--- src/rtl/recur_engine.sv ---
// recur_engine: iterative datapath accelerator computing y(k) = C*y(k-1) + X,
// with y(0) = 0, for N iterations. C, X and N are latched on an accepted start.
//
// Ports:
//   clk    - clock, all state updates on the rising edge
//   rst    - asynchronous active-low reset
//   en     - iteration enable; 0 stalls RUN with all state held
//   start  - start request, accepted in IDLE or DONE only
//   n_iter - iteration count N (latched on start)
//   coef   - unsigned coefficient C (latched on start)
//   x      - unsigned additive input X (latched on start)
//   busy   - high while running
//   done   - one-cycle pulse, result valid on y
//   ovf    - sticky overflow flag for the current run
//   y      - result register, updated every iteration
//
// Build option: define RECUR_SAT_EN to saturate y to all-ones on overflow
// instead of wrapping modulo 2^W.
module recur_engine #(
    parameter int unsigned W     = 32,
    parameter int unsigned C_W   = 8,
    parameter int unsigned CNT_W = 16
) (
    input  logic             clk,
    input  logic             rst,
    input  logic             en,
    input  logic             start,
    input  logic [CNT_W-1:0] n_iter,
    input  logic [C_W-1:0]   coef,
    input  logic [W-1:0]     x,
    output logic             busy,
    output logic             done,
    output logic             ovf,
    output logic [W-1:0]     y
);

    // Product plus one carry bit for the addition of X.
    localparam int unsigned P_W = W + C_W + 1;

    typedef enum logic [1:0] {
        IDLE = 2'd0,
        RUN  = 2'd1,
        DONE = 2'd2
    } state_t;

    state_t           state;
    state_t           state_nxt;
    logic [CNT_W-1:0] n_q;
    logic [C_W-1:0]   c_q;
    logic [W-1:0]     x_q;
    logic [CNT_W-1:0] cnt;
    logic [CNT_W-1:0] cnt_nxt;
    logic [W-1:0]     y_nxt;
    logic             ovf_nxt;
    logic             load;
    logic [P_W-1:0]   p;
    logic             p_ovf;
    logic [W-1:0]     step_y;

    // One recurrence step on the current y.
    always_comb begin
        p     = P_W'(c_q) * P_W'(y) + P_W'(x_q);
        p_ovf = |p[P_W-1:W];
`ifdef RECUR_SAT_EN
        step_y = p_ovf ? {W{1'b1}} : p[W-1:0];
`else
        step_y = p[W-1:0];
`endif
    end

    // Next-state and datapath control. After the N-th iteration the engine
    // spends one more enabled RUN cycle (cnt == N) before entering DONE, so
    // N == 0 leaves RUN on its first edge without iterating.
    always_comb begin
        state_nxt = state;
        cnt_nxt   = cnt;
        y_nxt     = y;
        ovf_nxt   = ovf;
        load      = 1'b0;
        case (state)
            IDLE, DONE: begin
                if (start) begin
                    state_nxt = RUN;
                    load      = 1'b1;
                    cnt_nxt   = '0;
                    y_nxt     = '0;
                    ovf_nxt   = 1'b0;
                end else begin
                    state_nxt = IDLE;
                end
            end
            RUN: begin
                if (n_q == '0) begin
                    state_nxt = DONE;
                end else if (en) begin
                    if (cnt == n_q) begin
                        state_nxt = DONE;
                    end else begin
                        y_nxt   = step_y;
                        cnt_nxt = cnt + CNT_W'(1);
                        ovf_nxt = ovf | p_ovf;
                    end
                end
            end
            default: state_nxt = IDLE;
        endcase
    end

    // State, datapath and registered status outputs.
    always_ff @(posedge clk or negedge rst) begin
        if (!rst) begin
            state <= IDLE;
            cnt   <= '0;
            y     <= '0;
            ovf   <= 1'b0;
            n_q   <= '0;
            c_q   <= '0;
            x_q   <= '0;
            busy  <= 1'b0;
            done  <= 1'b0;
        end else begin
            state <= state_nxt;
            cnt   <= cnt_nxt;
            y     <= y_nxt;
            ovf   <= ovf_nxt;
            busy  <= (state_nxt == RUN);
            done  <= (state_nxt == DONE);
            if (load) begin
                n_q <= n_iter;
                c_q <= coef;
                x_q <= x;
            end
        end
    end

endmodule

--- config.mk ---
export PLATFORM = sky130hd
export DESIGN_NAME = recur_engine
export DESIGN_NICKNAME = d
export VERILOG_FILES = /design/src/rtl/recur_engine.sv
export SDC_FILE = /design/constraint.sdc
export NUM_CORES = 1
export LEC_CHECK = 0
export ABC_AREA = 1
export BUFFER_PORTS_ARGS = -buffer_cell sky130_fd_sc_hd__buf_2
export CAP_MARGIN = 40
export CORE_ASPECT_RATIO = 0.8
export CORE_MARGIN = 1
export CORE_UTILIZATION = 38
export DETAILED_ROUTE_END_ITERATION = 8
export GPL_TIMING_DRIVEN = 0
export HOLD_SLACK_MARGIN = 0.05
export SYNTH_ARGS = -nofsm -noshare
export SYNTH_HDL_FRONTEND = slang
export SYNTH_SLANG_ARGS = --single-unit
--- constraint.sdc ---
create_clock -name clk -period 6.6 [get_ports clk]
set_clock_uncertainty 0.1 [all_clocks]
set_input_delay 1.32 -clock clk [delete_from_list [all_inputs] [get_ports clk]]
set_output_delay 1.32 -clock clk [all_outputs]
set_load 0.005 [all_outputs]
### After elaboration in Yosys (flattened, before gate mapping)

Index checks and enable logic that the tools add are counted.

| cells by class | value |
|---|---|
| $lt $le $gt $ge | 0 |
| $mul | 1 |
| bitwise logic cells | 1 |
| muxes and demuxes | 22 |
| shift operators | 0 |
| add/sub/neg operators | 2 |
| div/mod/pow operators | 0 |
| reductions and logical operators | 6 |
| equal/unequal tests | 9 |

Operators with widths:

| kind | number |
|---|---|
| $mux W32 | 4 |
| $mux W16 | 4 |
| $pmux W32 S2 | 1 |
| $add A40 B32 Y41 | 1 |
| $mul A8 B32 Y40 | 1 |
| $pmux W16 S2 | 1 |
| $add A16 B1 Y16 const B | 1 |
| $eq A16 B16 Y1 | 1 |
| $logic_not A16 Y1 | 1 |
| $reduce_or A9 Y1 | 1 |
| $ne A2 B2 Y1 const B | 4 |
| $mux W1 | 7 |
| $mux W2 | 3 |
| $reduce_and A5 Y1 | 1 |
| $eq A2 B1 Y1 const B | 2 |
| $eq A2 B2 Y1 const B | 2 |
| $pmux W2 S2 | 1 |
| $logic_not A2 Y1 | 1 |
| $pmux W1 S2 | 1 |
| $reduce_bool A2 Y1 | 1 |
| $reduce_or A2 Y1 | 1 |
| $or A1 B1 Y1 | 1 |

| storage, ports and cells | value |
|---|---|
| bits in latches | 0 |
| output and inout port bits | 35 |
| flip-flop bits (word level) | 109 |
| memory bits (writable) | 0 |
| memories kept | 0 |
| bits in read-only memories | 0 |
| bits of input ports | 60 |
| word-level logic and storage cells | 50 |

### Logic depth before layout (Yosys ltp)

| logic depth | value |
|---|---|
| word-level depth | 8 |
| depth in mapped cells | 32 |
| gate-level depth less buffers | 30 |

### Worst setup path before layout

No wires, ideal clock.

| timing | value |
|---|---|
| path kind | reg2reg |
| from | register c_q[0] |
| to | register ovf |
| path slack | 1.962 ns |
| buffers on the path | 2 |
| library setup time | 0.117 ns |
| arrival time | 4.421 ns |
| stages on the path, launching flop included | 28 |
| cell sequence | dfrtp_1 clkbuf_1 clkbuf_1 nand2_1 fa_1 inv_1 fa_1 fa_1 inv_1 fa_1 inv_1 ha_1 nand2_2 inv_1 a21oi_2 nor2_1 nor2_1 nand2_2 nand2_1 nand2_2 nand2_1 nand2_1 nand2_1 nand2_1 nor2_1 nand3_1 nand3_1 nand2_1 |

| between the ends | value |
|---|---|
| cells in the longest elaborated chain, start to end | 8 |

RTL lines:

| what | line | source |
|---|---|---|
| start: declaration | 49 | `logic [C_W-1:0] c_q;` |
| start signal: assignment | 130 | `c_q <= coef;` |
| $mul A8 B32 Y40 | 62 | `p = P_W'(c_q) * P_W'(y) + P_W'(x_q);` |
| $add A40 B32 Y41 | 62 |  |
| $reduce_or A9 Y1 | 63 | `p_ovf = \|p[P_W-1:W];` |
| $or A1 B1 Y1 | 101 | `ovf_nxt = ovf \| p_ovf;` |
| $mux W1 | 96 | `if (cnt == n_q) begin` |
| $mux W1 | 95 | `end else if (en) begin` |
| $mux W1 | 93 | `if (n_q == '0) begin` |
| $pmux W1 S2 | 80 | `case (state)` |
| end signal: assignment | 125 | `ovf <= ovf_nxt;` |
| end: declaration | 33 | `output logic ovf,` |

No other way between the ends. The select of a mux whose other input is x is not followed.
A chain may end at the register's enable or synchronous reset.

### Worst setup path in the final report

| timing | value |
|---|---|
| from | register c_q[7] |
| to | register ovf |

Same word-level chain as after synthesis.

==> impl_metrics.yaml <==
clocking:
  clk_pin_slew_ns: 0.10
  cts-htree-levels: 3
  cts_resized: 0
  cts_tree: "built"
  clkSinkCount: 109
  post_cts_buffers: 0
  cts_buffers: 9
  cts-hold-fix-buffers: 0
  clockBufferDepth: 2
  clkLatencyLatePin_ns: 0.40
  cts_root_buf: "clkbuf_16"
worst_setup_path:
  cp_max_fo: 10
  reg2reg_to: "ovf$_DFFE_PN0P_"
  arrival_ns: 6.24
  reg2reg_from: "c_q[7]$_DFFE_PN0P_"
  critical_path_class: "flop to flop"
  critPathRequiredTime_ns: 6.78
  slowest_stage: "clkbuf_1"
  crit_family: "adder cells"
  startpoint_type: "flop"
  crit_chain: "clkbuf_1 > clkbuf_1 > nand2_1 > inv_1 > fa_1 > fa_1 > fa_1 > inv_1 > fa_1 > inv_1 > ha_1 > nand2_1 > nor2_1 > inv_1 > o21ai_0 > a21oi_1 > nand3_1 > nand2_1 > nor2_1 > nand2_1 > nor2_1 > nand3_1 > nand3_1 > nand2_1"
  end_kind: "flop"
  r2r_slack_ns: 0.54
  crit_top_cell: "nand2_1"
  critPathMaxStageDelay_ns: 0.60
  cp_num_buf_inv: 6
  r2r_cells: 24
sta:
  report.final.slew_viol_count: 0
  max_freq_mhz: 165
  tightest_slew_ns: 0.933
  min_period_ns: 6.06
  finalSetupViolations: 0
  final_hold_viol_count: 0
  rsz0062_at_grt: "false"
  tns_ns: 0
  fin_crit_sh_pct: 91.8
  slew_headroom_pct: 37.8
drt:
  drt_iter0_drc: 958
  drt-total-wl_mm: 44.4
  firstDrtPassIters: 7
  via_count: 12652
  drcViolationCount: 0
  ant_nets: 0
  viasPerCell: 4.77
  wl_per_cell_um: 16.7
die:
  coreArea_um2: 38200
  die_h_um: 178
  core.rowCount: 64
  ios: 95
  die_w_um: 222
  die_area_um2: 39600
  start_util_pct: 38.6
synthesis:
  synth_seq_cells: 109
  synth_edf_count: 0
  ys_types: 44
  yosysWarnings: 0
  async_reset_ff_share_pct: 100
  synth.net_count: 2384
  synth_cells: 2047
  seq_area_frac_synth_pct: 18.5
  syn_area_um2: 14700
  synth_flop_cell: "dfrtp_1"
  avgSynthCellArea_um2: 7.20
cells_and_area:
  final_common_cell: "nand2_1"
  drive_gt1_share_pct: 8.33
  nNetsFinal: 2492
  layout_common_cells: "642 x nand2_1, 558 x inv_1, 212 x fa_1"
  area_growth_syn_to_layout_pct: 10.0
  final_cells: 2655
  n_antenna_cell: 0
min_path:
  hold_path.class: "flop to flop"
  worstHoldPathCells: 2
  hp-start: "x_q[0]$_DFFE_PN0P_"
  holdPathEnd: "x_q[0]$_DFFE_PN0P_"
place:
  place_congestion: 0.977
  portBuffers: 94
  dp_hpwl_mm: 36.8
  dp.cells: 2639
global_routing:
  grt_usage_pct: 23.8
  grt_max_degree: 70
  overflow: 0
  antenna_found_initial: 0
  grt_pass1_wl_mm: 71.9
  grt_pass1_vias: 13077
status:
  status: "finished, final reports clean"
job:
  drv_cap: 0
-- cell type report --
| class | instances | area, um2 |
|---|---|---|
| fillers | 3977 | 22000 |
| multi-input cells | 1280 | 9510 |
| flip-flops and latches | 109 | 2730 |
| inverters | 571 | 2140 |
| well taps | 495 | 619 |
| repair buffers | 97 | 531 |
| plain buffers | 87 | 352 |
| clock buffers | 9 | 225 |
| clock inverters | 7 | 101 |
-- flip-flops by register name, summed over array words and instances, names as in the netlist --
name,cells
y,32
x_q,32
done,1
n_q,16
state,2
cnt,16
c_q,8
ovf,1
busy,1
-- how the worst max path moves through the flow --
stage / start / endpoint / slack [ns] / cells after the start
after CTS: c_q[0]$_DFFE_PN0P_ / ovf$_DFFE_PN0P_ / 0.59 / 24
after floorplan: c_q[0]$_DFFE_PN0P_ / ovf$_DFFE_PN0P_ / 1.96 / 27
after global placement: c_q[0]$_DFFE_PN0P_ / ovf$_DFFE_PN0P_ / 0.45 / 24
after detailed placement: c_q[0]$_DFFE_PN0P_ / ovf$_DFFE_PN0P_ / 0.66 / 24
after global routing: c_q[0]$_DFFE_PN0P_ / ovf$_DFFE_PN0P_ / 0.23 / 28
final: c_q[7]$_DFFE_PN0P_ / ovf$_DFFE_PN0P_ / 0.54 / 24
-- worst reg2reg max path, stage by stage, from the launching register on --
cell,delay (ns)
dfrtp_1,0.33
clkbuf_1,0.48
clkbuf_1,0.61
nand2_1,0.13
inv_1,0.12
fa_1,0.44
fa_1,0.53
fa_1,0.55
inv_1,0.05
fa_1,0.52
inv_1,0.05
ha_1,0.42
nand2_1,0.16
nor2_1,0.11
inv_1,0.09
o21ai_0,0.49
a21oi_1,0.11
nand3_1,0.10
nand2_1,0.06
nor2_1,0.08
nand2_1,0.11
nor2_1,0.12
nand3_1,0.08
nand3_1,0.07
nand2_1,0.06
-- kinds of logic (layout without fill, tap and decap cells) --
kind of cell / Yosys count / after routing / synth area share [%]
simple gates: 823 / 823 / 22.9
buf+inv: 658 / 771 / 16.9
fa+ha+maj: 277 / 277 / 34.3
compound gates: 156 / 156 / 5.93
flops: 109 / 109 / 18.5
xor+xnor: 24 / 24 / 1.43
-- synth_stat cells (14+ instances only) --
cell type / count / area (um2)
clkbuf_1: 75 / 282
fa_1: 212 / 4240
nand2_2: 20 / 125
ha_1: 65 / 813
nor3_1: 14 / 70.1
nor2_1: 71 / 267
inv_1: 558 / 2090
xnor2_1: 20 / 175
o21ai_0: 73 / 365
dfrtp_1: 109 / 2730
nand3_1: 30 / 150
nand2_1: 642 / 2410
a21oi_1: 50 / 250
-- metal layers --
layer | wire, um | track usage [%] | up-vias
li1 | - | - | 6066
met1 | 20600 | 34.0 | 6088
met2 | 19300 | 37.3 | 452
met3 | 3930 | 5.17 | 46
met4 | 635 | 4.63 | 0
met5 | 0 | 0 | -
-- through the flow --
step	area, um2	hold WS (ns)	setup WS [ns]	util (%)
4_1_cts	16200	0.413	0.592	42.4
5_1_grt	16200	0.458	0.227	42.4
3_5_place_dp	15900	0.387	0.664	41.6
3_3_place_gp	15800	0.383	0.450	41.4
2_1_floorplan	14700	0.355	1.96	-
6_report	16200	0.412	0.539	42.4
Power is not shown: default switching activity piles up to over one toggle a cycle in this logic, so the estimate is an artifact.
